## config.mk

```make
export PLATFORM = sky130hd
export DESIGN_NAME = retrosoc_iomux
export DESIGN_NICKNAME = d
export VERILOG_FILES = /design/src/rtl/retrosoc_iomux.sv
export SDC_FILE = /design/constraint.sdc
export NUM_CORES = 1
export LEC_CHECK = 0
export CAP_MARGIN = 40
export CORE_AREA = 4 4 129 131
export CTS_CLUSTER_SIZE = 28
export DETAILED_ROUTE_END_ITERATION = 8
export DIE_AREA = 0 0 133 135
export PLACE_DENSITY = 0.79
export SLEW_MARGIN = 20
export SYNTH_ARGS = -nofsm -noshare
export SYNTH_HDL_FRONTEND = slang
export SYNTH_SLANG_ARGS = --single-unit
```

## constraint.sdc

```tcl
create_clock -name clk_i -period 3.6 [get_ports clk_i]
set_input_delay 0.72 -clock clk_i [delete_from_list [all_inputs] [get_ports clk_i]]
set_output_delay 0.72 -clock clk_i [all_outputs]
set_load 0.01 [all_outputs]
```

## src/rtl/retrosoc_iomux.sv

```systemverilog
// retrosoc_iomux: runtime-configurable pad multiplexer between peripherals and a
// shared bank of bidirectional pads. Each pad selects one peripheral function,
// its input goes through a 2-flop synchroniser and an optional glitch filter and
// inversion, and it is configured through a small valid/ready register port.
module retrosoc_iomux #(
   parameter int                   NUM_PADS  = 8,
   parameter int                   NUM_FUNCS = 4,
   parameter int                   FLT_W     = 4,
   parameter logic [NUM_FUNCS-1:0] FUNC_IDLE = '0
) (
   input  logic                            clk_i,
   input  logic                            rst_i,
   input  logic                            reg_valid_i,
   input  logic                            reg_we_i,
   input  logic [4:0]                      reg_addr_i,
   input  logic [31:0]                     reg_wdata_i,
   output logic                            reg_ready_o,
   output logic [31:0]                     reg_rdata_o,
   input  logic [NUM_PADS*NUM_FUNCS-1:0]   func_out_i,
   input  logic [NUM_PADS*NUM_FUNCS-1:0]   func_oe_i,
   output logic [NUM_PADS*NUM_FUNCS-1:0]   func_in_o,
   input  logic [NUM_PADS-1:0]             pad_in_i,
   output logic [NUM_PADS-1:0]             pad_out_o,
   output logic [NUM_PADS-1:0]             pad_oe_o
);

   localparam int         SEL_W     = (NUM_FUNCS > 1) ? $clog2(NUM_FUNCS) : 1;
   localparam int         NPF       = NUM_PADS * NUM_FUNCS;
   localparam logic [4:0] ADDR_THR  = 5'(NUM_PADS);
   localparam logic [4:0] ADDR_STAT = 5'(NUM_PADS + 1);

   // configuration registers
   logic [NUM_PADS-1:0][SEL_W-1:0] sel_q;
   logic [NUM_PADS-1:0]            force_q;
   logic [NUM_PADS-1:0]            flten_q;
   logic [NUM_PADS-1:0]            inv_q;
   logic [FLT_W-1:0]               thr_q;

   // input path state
   logic [NUM_PADS-1:0]            s1_q;
   logic [NUM_PADS-1:0]            s2_q;
   logic [NUM_PADS-1:0]            filt_q;
   logic [NUM_PADS-1:0][FLT_W-1:0] cnt_q;

   logic [NUM_PADS-1:0]            filt_d;
   logic [NUM_PADS-1:0][FLT_W-1:0] cnt_d;
   logic [NUM_PADS-1:0]            pad_out_d;
   logic [NUM_PADS-1:0]            pad_oe_d;
   logic [NPF-1:0]                 func_in_d;
   logic [NUM_PADS-1:0]            pad_stat;
   logic [FLT_W-1:0]               thr_m1;
   logic                           accept;
   logic [31:0]                    rd_data;

   assign pad_stat = filt_q ^ inv_q;
   assign thr_m1   = thr_q - 1'b1;
   assign accept   = reg_valid_i & ~reg_ready_o;

   for (genvar p = 0; p < NUM_PADS; p++) begin : g_pad
      logic [NUM_FUNCS-1:0] fo;
      logic [NUM_FUNCS-1:0] fe;
      logic [SEL_W-1:0]     sel_eff;
      logic                 flt_on;
      logic                 commit;

      assign fo = func_out_i[p*NUM_FUNCS +: NUM_FUNCS];
      assign fe = func_oe_i[p*NUM_FUNCS +: NUM_FUNCS];
      // an out-of-range selector falls back to function 0
      assign sel_eff = (32'(sel_q[p]) < NUM_FUNCS) ? sel_q[p] : '0;

      assign pad_out_d[p] = fo[sel_eff];
      assign pad_oe_d[p]  = ~force_q[p] & fe[sel_eff];

      // with the filter off the synchronised value passes straight through;
      // a threshold already exceeded after a mid-count change commits at once
      assign flt_on   = flten_q[p] & (thr_q != '0);
      assign commit   = ~flt_on | ((s2_q[p] != filt_q[p]) & (cnt_q[p] >= thr_m1));
      assign filt_d[p] = commit ? s2_q[p] : filt_q[p];
      assign cnt_d[p]  = (commit | (s2_q[p] == filt_q[p])) ? '0 :
                         ((cnt_q[p] == '1) ? cnt_q[p] : cnt_q[p] + 1'b1);

      for (genvar f = 0; f < NUM_FUNCS; f++) begin : g_func
         assign func_in_d[p*NUM_FUNCS+f] = (sel_eff == SEL_W'(f)) ? pad_stat[p] : FUNC_IDLE[f];
      end
   end

   // register read mux; unused bits and unmapped addresses read as zero
   always_comb begin
      rd_data = '0;
      for (int p = 0; p < NUM_PADS; p++) begin
         if (reg_addr_i == 5'(p)) begin
            rd_data[SEL_W-1:0] = sel_q[p];
            rd_data[8]         = force_q[p];
            rd_data[9]         = flten_q[p];
            rd_data[10]        = inv_q[p];
         end
      end
      if (reg_addr_i == ADDR_THR) begin
         rd_data[FLT_W-1:0] = thr_q;
      end
      if (reg_addr_i == ADDR_STAT) begin
         rd_data[NUM_PADS-1:0] = pad_stat;
      end
   end

   // register port: one access per ready pulse, writes commit on the accept edge
   always_ff @(posedge clk_i) begin
      if (rst_i) begin
         sel_q       <= '0;
         force_q     <= '0;
         flten_q     <= '0;
         inv_q       <= '0;
         thr_q       <= '0;
         reg_ready_o <= 1'b0;
         reg_rdata_o <= '0;
      end else begin
         reg_ready_o <= accept;
         reg_rdata_o <= (accept & ~reg_we_i) ? rd_data : '0;
         if (accept & reg_we_i) begin
            for (int p = 0; p < NUM_PADS; p++) begin
               if (reg_addr_i == 5'(p)) begin
                  sel_q[p]   <= reg_wdata_i[SEL_W-1:0];
                  force_q[p] <= reg_wdata_i[8];
                  flten_q[p] <= reg_wdata_i[9];
                  inv_q[p]   <= reg_wdata_i[10];
               end
            end
            if (reg_addr_i == ADDR_THR) begin
               thr_q <= reg_wdata_i[FLT_W-1:0];
            end
         end
      end
   end

   // pad datapath: synchroniser, glitch filter and registered pad/function outputs
   always_ff @(posedge clk_i) begin
      if (rst_i) begin
         s1_q      <= '0;
         s2_q      <= '0;
         filt_q    <= '0;
         cnt_q     <= '0;
         pad_out_o <= '0;
         pad_oe_o  <= '0;
         func_in_o <= {NUM_PADS{FUNC_IDLE}};
      end else begin
         s1_q      <= pad_in_i;
         s2_q      <= s1_q;
         filt_q    <= filt_d;
         cnt_q     <= cnt_d;
         pad_out_o <= pad_out_d;
         pad_oe_o  <= pad_oe_d;
         func_in_o <= func_in_d;
      end
   end

endmodule
```

== Word-level counts from Yosys, hierarchy flattened ==
Index checks and enable logic that the tools add are counted.
Storage, ports and cells
  register bits: 181
  output and inout bits: 81
  logic and storage cells: 378
Operators by class
  add/sub/neg operators: 9
  magnitude comparators: 16
  equality and inequality tests: 57
  muxes and demuxes: 50
  bitwise logic cells: 96
  reductions and logical operators: 61
Operators by type and width (count)
  $reduce_or A2 Y1: 41
  $not A1 Y1: 52
  $add A4 B1 Y4 const B: 8
  $bmux W1 S2: 16
  $eq A2 B2 Y1 const B: 16
  $eq A4 B4 Y1 const B: 8
  $ge A4 B4 Y1: 8
  $and A1 B1 Y1: 27
  $lt A2 B3 Y1 const B: 8
  $mux W3: 8
  $eq A5 B3 Y1 const B: 4
  $reduce_and A2 Y1: 9
  $eq A2 B1 Y1 const B: 8
  $logic_not A2 Y1: 8
  $mux W1: 16
  $mux W2: 8
  $or A1 B1 Y1: 16
  $eq A5 B2 Y1 const B: 2
  $eq A5 B4 Y1 const B: 2
  $eq A1 B1 Y1: 8
  $mux W4: 2
  $ne A1 B1 Y1: 8
  $xor A8 B8 Y8: 1
  $eq A5 B1 Y1 const B: 1
  other kinds (4): 4

== Longest topological paths before layout ==
  depth in word-level cells: 11
  depth in mapped cells: 9
  gate-level depth less buffers: 9

== Worst setup path before layout ==
No wires, ideal clock.
  kind: reg-to-reg
  from: register thr_q[0]
  to: register cnt_q[30] (netlist bit)
  library setup time: 0.073 ns
  data arrival time: 2.804 ns
  slack: 0.723 ns
  stages on the path, launching flop included: 10
  path buffers: 0
  period minus slack after synthesis: 2.877 ns
  path through: dfxtp_1 -> inv_1 -> ha_1 -> xnor2_1 -> ha_1 -> a21oi_1 -> o21ai_0 -> maj3_2 -> or4b_4 -> nor3_2
On the way
  cells in the longest elaborated chain, start to end: 6
  elaborated cells on any way between the ends: 9
  classes of those cells: add/sub (1); order compare (1); bitwise (5); reduce/logical (2)
RTL lines
  start, declared: RTL line 37  | logic [FLT_W-1:0] thr_q;
  start signal, assigned: RTL line 129  | thr_q <= reg_wdata_i[FLT_W-1:0];
  $sub A4 B1 Y4 or $reduce_bool A4 Y1 (tied branches): RTL line 56, 76
  $ge A4 B4 Y1 or $and A1 B1 Y1 (tied branches): RTL line 77, 76
  $and A1 B1 Y1 or $not A1 Y1 (tied branches): RTL line 77  | assign commit = ~flt_on | ((s2_q[p] != filt_q[p]) & (cnt_q[p] >= thr_m1));
  $or A1 B1 Y1 *: RTL line 77
  $or A1 B1 Y1 *: RTL line 79  | assign cnt_d[p] = (commit | (s2_q[p] == filt_q[p])) ? '0 :
  $reduce_or A2 Y1 (no line) *
  end signal, assigned: RTL line 149  | cnt_q <= cnt_d;
  end, declared: RTL line 43  | logic [NUM_PADS-1:0][FLT_W-1:0] cnt_q;
Mark *: on every way between the ends. The rest lies on a longest branch, timed or not.
A chain may end at the register's enable or synchronous reset.

== Final worst setup path ==
  from: register thr_q[1]
  to: register cnt_q[31] (netlist bit)
Same word-level chain as after synthesis.

==> impl_metrics.py <==
metrics = {
    "outcome": {
        "status": "completed",
    },
    "grt": {
        "grt_usage": 0.2064,
        "grt_antenna_before_repair": 1,
        "grt_max_degree": 44,
        "grt_pass1_wl_um": 29880,
        "overflow": 0,
        "grt_pass1_vias": 5962,
    },
    "route": {
        "routed_wl_um": 18660,
        "via_per_inst": 5.440,
        "first_iter_violations": 520,
        "first_pass_iters": 5,
        "route.detailed.drc": 0,
        "wire_per_inst_um": 15.87,
        "antenna_left": 0,
        "vias": 6397,
    },
    "layout": {
        "diodes": 0,
        "final_cell_area_um2": 9703,
        "area_delta_synth_final_pct": 29.19,
        "drive_gt1_frac": 0.1094,
        "instances_no_fill": 1176,
        "fill_cells": 1297,
        "final_util": 0.6221,
        "nets": 1093,
    },
    "clock_tree": {
        "h-tree-depth": 4,
        "postCtsSetupBuffers": 0,
        "cts_resized": 0,
        "clk_pin_slew_ns": 0.06,
        "root_buffer": "clkbuf_16",
        "numCtsBuffers": 17,
        "cts_hold_buffers": 0,
        "clk_latency_ns": 0.43,
        "tritoncts": "built",
        "numClockSinks": 160,
        "cts.path.max_buffers": 2,
    },
    "run": {
        "drv_cap": 0,
    },
    "setup_path": {
        "cp_num_buf_inv": 2,
        "crit_type": "reg -> reg",
        "startpoint": "thr_q[1]$_SDFFE_PP0P_",
        "path_cells": "inv_1 -> ha_1 -> xnor2_1 -> buf_4 -> ha_1 -> a21oi_1 -> o21ai_0 -> maj3_2 -> or4b_4 -> nor3_2",
        "rr_startpoint": "thr_q[1]$_SDFFE_PP0P_",
        "critPathMaxFanout": 8,
        "crit_slowest_cell": "or4b_4",
        "cp_data_required_time_ns": 3.94,
        "arrival_ns": 3.16,
        "cp_common_cell": "ha_1",
        "cp_top_family": "adder cells",
        "crit_path_end_kind": "flip-flop",
        "startpoint_type": "flip-flop",
        "slowest_delay_ns": 0.59,
    },
    "timing": {
        "rsz0062_at_grt": "false",
        "tns_ns": 0,
        "setup_violations": 0,
        "post-route-period-util": 0.7836,
        "clock.fmax_mhz": 354.5,
        "slew_viol_final": 0,
        "slew_headroom": 0.5648,
        "fin_crit_ns": 2.821,
        "clock_skew_ns": 0.01831,
        "worstMarginPinSlew_ns": 0.6508,
        "hold_viol_final": 0,
    },
    "floorplan": {
        "fp.dieW_um": 133,
        "core_um2": 15600,
        "ios": 194,
        "start_util": 0.4815,
        "die_height_um": 135,
        "dieArea_um2": 17960,
        "rows": 46,
    },
    "logic_synthesis": {
        "yosys.area.top_type": "dfxtp_1",
        "yosys_warnings": 0,
        "synth.most_common_cell": "dfxtp_1",
        "synth_area_leaders": "dfxtp_1 (43%), ha_1 (5.5%), mux4_2 (5.1%)",
        "synthFlopType": "dfxtp_1",
        "yosysSeqAreaShare": 0.4265,
        "synthTopCellsByCount": "dfxtp_1 (160), nand2_1 (80), nor2_1 (70), a21oi_1 (61), nand3_1 (57)",
        "async_flop_share": 0,
        "synth_edf_count": 0,
        "synthesis.area_um2": 7511,
        "syn_inst": 812,
        "synth_cell_types": 57,
        "synth-seq-cells": 160,
        "synth_top_area_share": 0.4265,
        "syn_area_per_cell_um2": 9.250,
    },
    "pwr": {
        "p_per_area_nw_per_um2": 398.2,
        "total_power_uw": 3864,
        "leakage_uw": 0.003513,
        "ir_drop_uv": 326.0,
    },
    "place": {
        "port_buffers": 147,
        "place_congestion": 0.9331,
        "dpl_cell_area_um2": 9110,
        "place_hpwl_um": 13620,
        "dp_cells": 1143,
    },
    "worst_hold_path": {
        "worstHoldPathType": "reg -> reg",
        "hp-start": "s1_q[2]$_SDFF_PP0_",
    },
}
-- layout make-up --
cell class	instances	area [um2]	area share
Inverter	22	82.58	0.008511
Sequential cell	160	3203	0.3301
Clock buffer	20	466.7	0.04810
Timing Repair Buffer	164	1594	0.1643
Clock inverter	12	121.4	0.01251
Multi-Input combinational cell	582	3965	0.4086
Tap cell	216	270.3	0.02785
-- where the power goes --
group	total [uW]	switching, uW	internal, uW
clock	1770	751	1020
sequential	1810	13.9	1790
combinational	283	125	159
-- through the flow --
stage / setup WS [ns] / hold slack (ns)
2_1_floorplan: 0.7229 / 0.4118
3_3_place_gp: 0.6410 / 0.4266
3_5_place_dp: 0.6210 / 0.4346
4_1_cts: 0.7757 / 0.4504
5_1_grt: 0.6390 / 0.4606
6_report: 0.7790 / 0.4425
-- layout by cell type (no fill, tap or decap), types with 11 or more instances in the layout --
| cell | instances |
|---|---|
| nor3b_1 | 20 |
| o21ai_0 | 15 |
| clkdlybuf4s50_1 | 146 |
| nor3_2 | 15 |
| mux4_2 | 17 |
| mux2i_1 | 18 |
| nor2b_1 | 28 |
| clkbuf_16 | 17 |
| ha_1 | 33 |
| dfxtp_1 | 160 |
| xnor2_1 | 23 |
| buf_4 | 17 |
| nand2_1 | 80 |
| a21oi_1 | 61 |
| conb_1 | 21 |
| inv_1 | 22 |
| nand3_1 | 57 |
| a31oi_1 | 11 |
| and2_1 | 11 |
| nor2_1 | 70 |
-- registers in the layout (all words and copies together), names as in the netlist --
register       count
reg_rdata_o       11
reg_ready_o        1
g_pad.sel_eff     16
flten_q            8
thr_q              4
func_in_o         32
filt_q             8
inv_q              8
s1_q               8
pad_oe_o           8
s2_q               8
cnt_q             32
force_q            8
pad_out_o          8
-- cell families (layout without fill, tap and decap cells) --
kind of cell               after synthesis  count (layout)  share of synthesized area
xor gates and xnor gates                26              26                    0.03132
other                                    1              21                  0.0004993
muxes                                   35              35                    0.07496
AOI/OAI and AO/OA                      115             115                    0.09079
buffers and inverters                   90             218                    0.05630
and+or+nand+nor                        345             345                     0.2542
adders and majority gates               40              40                    0.06547
DFF                                    160             160                     0.4265
-- final timing paths --
path / end / slack (ns) / depth (start not counted)
max reg2reg: cnt_q[31]$_SDFFE_PP0P_ / 0.78 / 10
max: cnt_q[31]$_SDFFE_PP0P_ / 0.78 / 10
min: s2_q[2]$_SDFF_PP0_ / 0.44 / 1
min reg2reg: s2_q[2]$_SDFF_PP0_ / 0.44 / 1
-- routing by layer --
layer	vias to the layer above	GRT usage	share of wire
met2	253	0.3304	0.47
met4	0	0.08141	0.024
li1	3087	-	-
met1	3021	0.2715	0.44
met3	36	0.04806	0.075
met5	-	0	0
-- worst reg2reg max path, delay by kind of cell (launching register included) --
kind	cells	cell delay (ns)
xor+xnor	1	0.12
flops	1	0.40
compound gates	2	0.27
buf+inv	2	0.29
fa+ha+maj	3	0.86
simple gates	2	0.79
No activity file was read; power rests on OpenSTA's default activity.
